`src/rtl/fpu_sub_round_if.sv`:
```
// fpu_sub_round_if: handshake and data bundle between the subtract datapath,
// the round/pack stage and the result mux.
interface fpu_sub_round_if;
   logic        flush;
   logic        in_valid;
   logic        in_ready;
   logic        sign_i;
   logic [55:0] diff_i;
   logic [10:0] exponent_i;
   logic        sticky_i;
   logic [1:0]  round_mode;
   logic        out_valid;
   logic        out_ready;
   logic [63:0] result_o;
   logic        inexact_o;
   logic        overflow_o;
   logic        underflow_o;
   modport master (
      output flush, in_valid, sign_i, diff_i, exponent_i, sticky_i, round_mode, out_ready,
      input  in_ready, out_valid, result_o, inexact_o, overflow_o, underflow_o
   );
   modport slave (
      input  flush, in_valid, sign_i, diff_i, exponent_i, sticky_i, round_mode, out_ready,
      output in_ready, out_valid, result_o, inexact_o, overflow_o, underflow_o
   );
endinterface

```
`src/rtl/fpu_sub_round.sv`:
```
// fpu_sub_round: IEEE-754 double rounding and packing after the subtract datapath,
// three register stages (capture, round, output) with valid/ready backpressure.
module fpu_sub_round (
   input logic            clk,
   input logic            rst_n,
   fpu_sub_round_if.slave bus
);
   typedef enum logic [1:0] {RNE, RTZ, RUP, RDN} mode_e;
   logic [2:0]  vld;
   logic        stall;
   logic        s1_sign;
   logic [52:0] s1_mant;
   logic        s1_g, s1_r, s1_s;
   logic [10:0] s1_exp;
   mode_e       s1_mode;
   logic        inx, up, ovf, to_inf, zero;
   logic [53:0] mant_r;
   logic [11:0] exp_r;
   logic [51:0] frac_r;
   logic [63:0] res_c, s2_res, s3_res;
   logic [2:0]  flg_c, s2_flg, s3_flg;
   assign stall        = vld[2] & !bus.out_ready;
   assign bus.in_ready = !stall | !rst_n;
   assign bus.out_valid = vld[2];
   assign bus.result_o  = s3_res;
   assign {bus.inexact_o, bus.overflow_o, bus.underflow_o} = s3_flg;
   always_comb begin
      inx    = s1_g | s1_r | s1_s;
      up     = s1_mode == RNE ? s1_g & (s1_r | s1_s | s1_mant[0]) :
               s1_mode == RTZ ? 1'b0 :
               s1_mode == RUP ? !s1_sign & inx : s1_sign & inx;
      mant_r = {1'b0, s1_mant} + 54'(up);
      exp_r  = mant_r[53] ? {1'b0, s1_exp} + 12'd1 :
               (s1_exp == 11'd0 && mant_r[52]) ? 12'd1 : {1'b0, s1_exp};
      frac_r = mant_r[53] ? mant_r[52:1] : mant_r[51:0];
      ovf    = exp_r >= 12'd2047;
      to_inf = s1_mode == RNE | (s1_mode == RUP & !s1_sign) | (s1_mode == RDN & s1_sign);
      zero   = s1_mant == 53'd0 && s1_exp == 11'd0 && !inx;
      // exact zero takes its sign from the rounding mode, not from the datapath
      res_c  = zero ? {s1_mode == RDN, 63'd0} :
               ovf ? (to_inf ? {s1_sign, 11'h7ff, 52'd0} : {s1_sign, 11'h7fe, {52{1'b1}}}) :
               {s1_sign, exp_r[10:0], frac_r};
      flg_c  = {inx | ovf, ovf, !ovf && exp_r == 12'd0 && inx};
   end
   always_ff @(posedge clk) begin
      if (!stall) begin
         s1_sign <= bus.sign_i;
         s1_mant <= bus.diff_i[54:2];
         s1_g    <= bus.diff_i[1];
         s1_r    <= bus.diff_i[0];
         s1_s    <= bus.sticky_i;
         s1_exp  <= bus.exponent_i;
         s1_mode <= mode_e'(bus.round_mode);
         s2_res  <= res_c;
         s2_flg  <= flg_c;
      end
   end
   always_ff @(posedge clk) begin
      if (!rst_n) begin
         vld    <= 3'd0;
         s3_res <= 64'd0;
         s3_flg <= 3'd0;
      end else begin
         if (!stall) begin
            vld    <= {vld[1:0], bus.in_valid};
            s3_res <= s2_res;
            s3_flg <= s2_flg;
         end
         if (bus.flush) vld <= 3'd0;
      end
   end
endmodule

```
`src/flat_wrapper.sv`:
```
// flat-port wrapper written by rule: the top's interface ports become plain ports
module fpu_sub_round_flat 
  (clk, rst_n, bus_flush, bus_in_valid, bus_sign_i, bus_diff_i, bus_exponent_i, bus_sticky_i, bus_round_mode, bus_out_ready, bus_in_ready, bus_out_valid, bus_result_o, bus_inexact_o, bus_overflow_o, bus_underflow_o);
  fpu_sub_round_if bus_i ();
  input logic clk;
  input logic rst_n;
  input wire logic [$bits(bus_i.flush)-1:0] bus_flush;
  input wire logic [$bits(bus_i.in_valid)-1:0] bus_in_valid;
  input wire logic [$bits(bus_i.sign_i)-1:0] bus_sign_i;
  input wire logic [$bits(bus_i.diff_i)-1:0] bus_diff_i;
  input wire logic [$bits(bus_i.exponent_i)-1:0] bus_exponent_i;
  input wire logic [$bits(bus_i.sticky_i)-1:0] bus_sticky_i;
  input wire logic [$bits(bus_i.round_mode)-1:0] bus_round_mode;
  input wire logic [$bits(bus_i.out_ready)-1:0] bus_out_ready;
  output wire logic [$bits(bus_i.in_ready)-1:0] bus_in_ready;
  output wire logic [$bits(bus_i.out_valid)-1:0] bus_out_valid;
  output wire logic [$bits(bus_i.result_o)-1:0] bus_result_o;
  output wire logic [$bits(bus_i.inexact_o)-1:0] bus_inexact_o;
  output wire logic [$bits(bus_i.overflow_o)-1:0] bus_overflow_o;
  output wire logic [$bits(bus_i.underflow_o)-1:0] bus_underflow_o;
  assign bus_i.flush = bus_flush;
  assign bus_i.in_valid = bus_in_valid;
  assign bus_i.sign_i = bus_sign_i;
  assign bus_i.diff_i = bus_diff_i;
  assign bus_i.exponent_i = bus_exponent_i;
  assign bus_i.sticky_i = bus_sticky_i;
  assign bus_i.round_mode = bus_round_mode;
  assign bus_i.out_ready = bus_out_ready;
  assign bus_in_ready = bus_i.in_ready;
  assign bus_out_valid = bus_i.out_valid;
  assign bus_result_o = bus_i.result_o;
  assign bus_inexact_o = bus_i.inexact_o;
  assign bus_overflow_o = bus_i.overflow_o;
  assign bus_underflow_o = bus_i.underflow_o;
  fpu_sub_round u_core (.clk(clk), .rst_n(rst_n), .bus(bus_i));
endmodule
```
`config.mk`:
```
export PLATFORM = sky130hd
export DESIGN_NAME = fpu_sub_round_flat
export DESIGN_NICKNAME = d
export VERILOG_FILES = /design/src/rtl/fpu_sub_round_if.sv /design/src/rtl/fpu_sub_round.sv /design/src/flat_wrapper.sv
export SDC_FILE = /design/constraint.sdc
export NUM_CORES = 1
export LEC_CHECK = 0
export ABC_AREA = 1
export BUFFER_PORTS_ARGS = -buffer_cell sky130_fd_sc_hd__clkbuf_2
export CAP_MARGIN = 5
export CORE_MARGIN = 2
export CORE_UTILIZATION = 40
export DETAILED_ROUTE_END_ITERATION = 8
export GPL_ROUTABILITY_DRIVEN = 1
export GPL_TIMING_DRIVEN = 0
export PLACE_DENSITY = 0.61
export SYNTH_ARGS = -nofsm -noshare
export SYNTH_HDL_FRONTEND = slang
export SYNTH_SLANG_ARGS = --single-unit
```
`constraint.sdc`:
```
create_clock -name clk -period 6.4 [get_ports clk]
set_input_delay 0 -clock clk [delete_from_list [all_inputs] [get_ports clk]]
set_output_delay 0 -clock clk [all_outputs]
set_load 0.02 [all_outputs]
```
==> qor.json <==
{
  "run_status": "finished clean",
  "critical_path_arrival_ns": 4.55,
  "final.period_utilization": 0.6739,
  "port_buffers": 142,
  "reg2reg_setup_slack_ns": 2.09,
  "netlist_instances": 1023,
  "synth_top_flop_cell": "sky130_fd_sc_hd__edfxtp_1",
  "path_depth": 19,
  "synth.avg_cell_area_um2": 9.145,
  "cellLeakagePower_nw": 5.237,
  "setup.worst_path.start_class": "flip-flop",
  "setup-violations-final": 0,
  "cp_slowest_cell": "sky130_fd_sc_hd__nand3_1",
  "antenna_cells_inserted": 0,
  "ctsRootBufferMaster": "sky130_fd_sc_hd__clkbuf_16",
  "die_y_um": 156.9,
  "global_route_wire_length_before_repair_mm": 38.02,
  "boundaryPins": 145,
  "crit_start": "u_core.s1_mode[1]",
  "fin_crit_period_ns": 4.313,
  "timing.final.max_slew_violations": 0,
  "syn-num-nets": 1104,
  "critical_path.top_delay_family": "simple AND/OR/NAND/NOR gates",
  "place_congestion": 0.8967,
  "max-clock-path-buffers": 3,
  "r2r-end": "u_core.s2_res[4]",
  "grt_max_degree": 69,
  "avgRoutedWirePerCell_um": 14.77,
  "final_cell_area_um2": 11960,
  "synth-warning-count": 0,
  "timing.critical_path.cells": "inv_1, nor2_1, ha_1, o32ai_1, ha_1, nand3_1, nor2_4, nand2_1, nor3_1, nand3_1, nand2_1, nand2_1, inv_1, nand2_1, nand3_1, o21ai_4, nand2_4, clkbuf_2, o21ai_0",
  "fill_cells": 2163,
  "via_per_inst": 4.708,
  "antenna_found_initial": 0,
  "worst_setup_hold_path_clk_slew_ns": 0.06,
  "fp.coreArea_um2": 22780,
  "fin_skew_ns": 0.02830,
  "clock_sink_count": 207,
  "clock_tree_from_tritoncts": "built",
  "resize_count_post_cts": 0,
  "netlist_top_cells_area": "sky130_fd_sc_hd__edfxtp_1, sky130_fd_sc_hd__dfxtp_1, sky130_fd_sc_hd__nor2_1",
  "chipWidth_um": 156.9,
  "crit_end": "u_core.s2_res[4]",
  "post-cts-setup-buffer-count": 0,
  "worst_path_most_repeated_cell": "sky130_fd_sc_hd__nand2_1",
  "wl_mm": 23.56,
  "achievable-frequency_mhz": 231.8,
  "worst_slew_pin_tran_ns": 0.9073,
  "synth_area_leader_cell": "sky130_fd_sc_hd__edfxtp_1",
  "ctsHtreeMaxLevel": 1,
  "synth_largest_type_area_fraction": 0.4397,
  "timing.critical_path.required_ns": 6.63,
  "final_layout_size_suffix_gt1_frac": 0.1669,
  "via_count": 7509,
  "report.power.total_mw": 2.997,
  "gr-usage-all-layers": 0.1969,
  "timing.hold.worst.class": "input pin to flip-flop",
  "largest_stage_delay_on_the_critical_path_ns": 0.49,
  "drt-pass1-iter-count": 8,
  "tritoncts.num_buffers": 22,
  "timing.max_cap.violations": 0,
  "areaGrowthSynthToFinish_pct": 27.85,
  "maximum_resistive_drop_on_vdd_uv": 217.1,
  "yosys-top-cells-count": "sky130_fd_sc_hd__nor2_1, sky130_fd_sc_hd__nand2_1, sky130_fd_sc_hd__edfxtp_1",
  "critPathKind": "flip-flop to flip-flop",
  "first_global_vias": 7260,
  "cell_with_the_most_instances_after_synthesis": "sky130_fd_sc_hd__nor2_1",
  "gr-total-overflow": 0,
  "final-hold-violation-count": 0,
  "hold_buffers": 75,
  "grt_setup_unrepaired": "no",
  "hpwl_mm": 17.82,
  "synth.ff_latch_count": 207,
  "cp.buffers_inverters": 3,
  "dieArea_um2": 24630,
  "power_per_cell_area_nw_per_um2": 250.6,
  "mappedNetlistArea_um2": 9355,
  "ys_seq_area_frac": 0.5895,
  "final_antenna_net_count": 0,
  "synth_async_sr_flop_share": 0,
  "drc_errors": 0,
  "dpl-instance-area_um2": 10520,
  "yosysUniqueCellTypes": 40,
  "number_of_cells_on_the_worst_reg_to_reg_path": 19,
  "detailed_router_s_first_iteration_violation_count": 573,
  "start_util": 0.4107,
  "std_cell_rows": 55,
  "final_net_count": 1347,
  "max-slew-margin-rel": 0.3866,
  "worst_setup_path_end_kind": "flip-flop",
  "worstPathMaxFanout": 10,
  "rr_startpoint": "u_core.s1_mode[1]",
  "synth-edff-count": 137,
  "insertion_delay_to_the_later_sink_of_the_worst_skew_pair_ns": 0.52
}
## cell type report
type	instances	area, µm²	area share
tap	313	391.6	0.03274
clock inverter	8	55.05	0.004603
timing repair buffer	219	1516	0.1268
multi-input combinational	724	3452	0.2886
sequential	207	5515	0.4611
buffer	36	181.4	0.01517
clock buffer	32	638.1	0.05335
inverter	56	210.2	0.01758
## per-stage QoR
stage	util	TNS (ns)	hold WS, ns	worst slack (ns)	instances
final	0.5251	0	0.01874	2.087	1595
after global routing	0.5251	0	0.06165	1.854	1595
after CTS	0.5251	0	0.01272	2.065	1595
after global placement	0.4591	-19.55	0.1780	-0.1524	1478
after detailed placement	0.4617	0	0.1786	2.047	1480
after floorplan	-	0	0.09887	1.300	1023
## per-layer routing
| layer | vias to the layer above | global-route usage | share of wire |
|---|---|---|---|
| li1 | 3941 | - | - |
| met1 | 3333 | 0.2870 | 0.49 |
| met2 | 207 | 0.3124 | 0.45 |
| met3 | 28 | 0.02340 | 0.051 |
| met4 | 0 | 0.05155 | 0.016 |
| met5 | - | 0 | 0 |
## sequential cells by signal, summed over array words and instances, names as in the netlist
signal,flops
u_core.bus.result_o,64
u_core.s1_exp,11
u_core.s1_g,1
u_core.s1_mant,53
u_core.s1_mode,2
u_core.s1_r,1
u_core.s1_s,1
u_core.s1_sign,1
u_core.s2_flg,3
u_core.s2_res,64
u_core.s3_flg,3
u_core.vld,3
## worst min-delay path, delay by kind of cell
kind / cells / cell delay (ns)
buffers and inverters: 1 / 0.07
AO/OA/AOI/OAI: 1 / 0.19
AND/OR/NAND/NOR: 2 / 0.20
## cell usage in the layout, fill, tap and decap left out, types with 2 or more instances in the layout
master,instances
sky130_fd_sc_hd__a21oi_1,6
sky130_fd_sc_hd__and3_1,3
sky130_fd_sc_hd__buf_16,2
sky130_fd_sc_hd__buf_2,5
sky130_fd_sc_hd__buf_6,4
sky130_fd_sc_hd__clkbuf_1,27
sky130_fd_sc_hd__clkbuf_16,22
sky130_fd_sc_hd__clkbuf_2,144
sky130_fd_sc_hd__clkbuf_8,5
sky130_fd_sc_hd__clkinv_2,4
sky130_fd_sc_hd__dfxtp_1,70
sky130_fd_sc_hd__dlygate4sd3_1,75
sky130_fd_sc_hd__edfxtp_1,137
sky130_fd_sc_hd__ha_1,5
sky130_fd_sc_hd__inv_1,53
sky130_fd_sc_hd__inv_2,3
sky130_fd_sc_hd__inv_4,3
sky130_fd_sc_hd__nand2_1,192
sky130_fd_sc_hd__nand2_2,2
sky130_fd_sc_hd__nand3_1,36
sky130_fd_sc_hd__nand3b_1,2
sky130_fd_sc_hd__nand4_1,14
sky130_fd_sc_hd__nor2_1,223
sky130_fd_sc_hd__nor2_2,6
sky130_fd_sc_hd__nor2_4,2
sky130_fd_sc_hd__nor3_1,24
sky130_fd_sc_hd__nor4_1,18
sky130_fd_sc_hd__o21ai_0,114
sky130_fd_sc_hd__o21ai_1,14
sky130_fd_sc_hd__or2_2,2
sky130_fd_sc_hd__or3_1,2
sky130_fd_sc_hd__xnor2_1,23
sky130_fd_sc_hd__xor2_1,25
## power breakdown
group	switching, mW	internal (mW)	total [mW]	leakage, nW
Clock	0.506	0.696	1.20	0.349
Sequential	0.0546	1.50	1.55	2.03
Combinational	0.133	0.107	0.240	2.85
Total	0.694	2.30	3.00	5.24
## how the worst min path moves through the flow
stage,end,cells past startpoint,startpoint,slack [ns]
finish,u_core.bus.result_o[0],4,bus_out_ready,0.02
global route,u_core.bus.result_o[0],4,bus_out_ready,0.06
CTS,u_core.bus.result_o[0],4,bus_out_ready,0.01
detailed placement,u_core.s1_mant[28],1,bus_diff_i[30],0.18
global placement,u_core.s1_mant[31],1,bus_diff_i[33],0.18
floorplan,u_core.s1_exp[0],0,bus_exponent_i[0],0.1
## logic make-up (layout without fill, tap and decap cells)
group	after synthesis	in the layout	synth area share
AOI/OAI and AO/OA	139	139	0.07704
xor gates and xnor gates	48	48	0.04494
adders and majority gates	5	5	0.006687
buffers and inverters	92	351	0.04146
DFF	207	207	0.5895
and+or+nand+nor	532	532	0.2403
No activity file was read; power rests on OpenSTA's default activity.
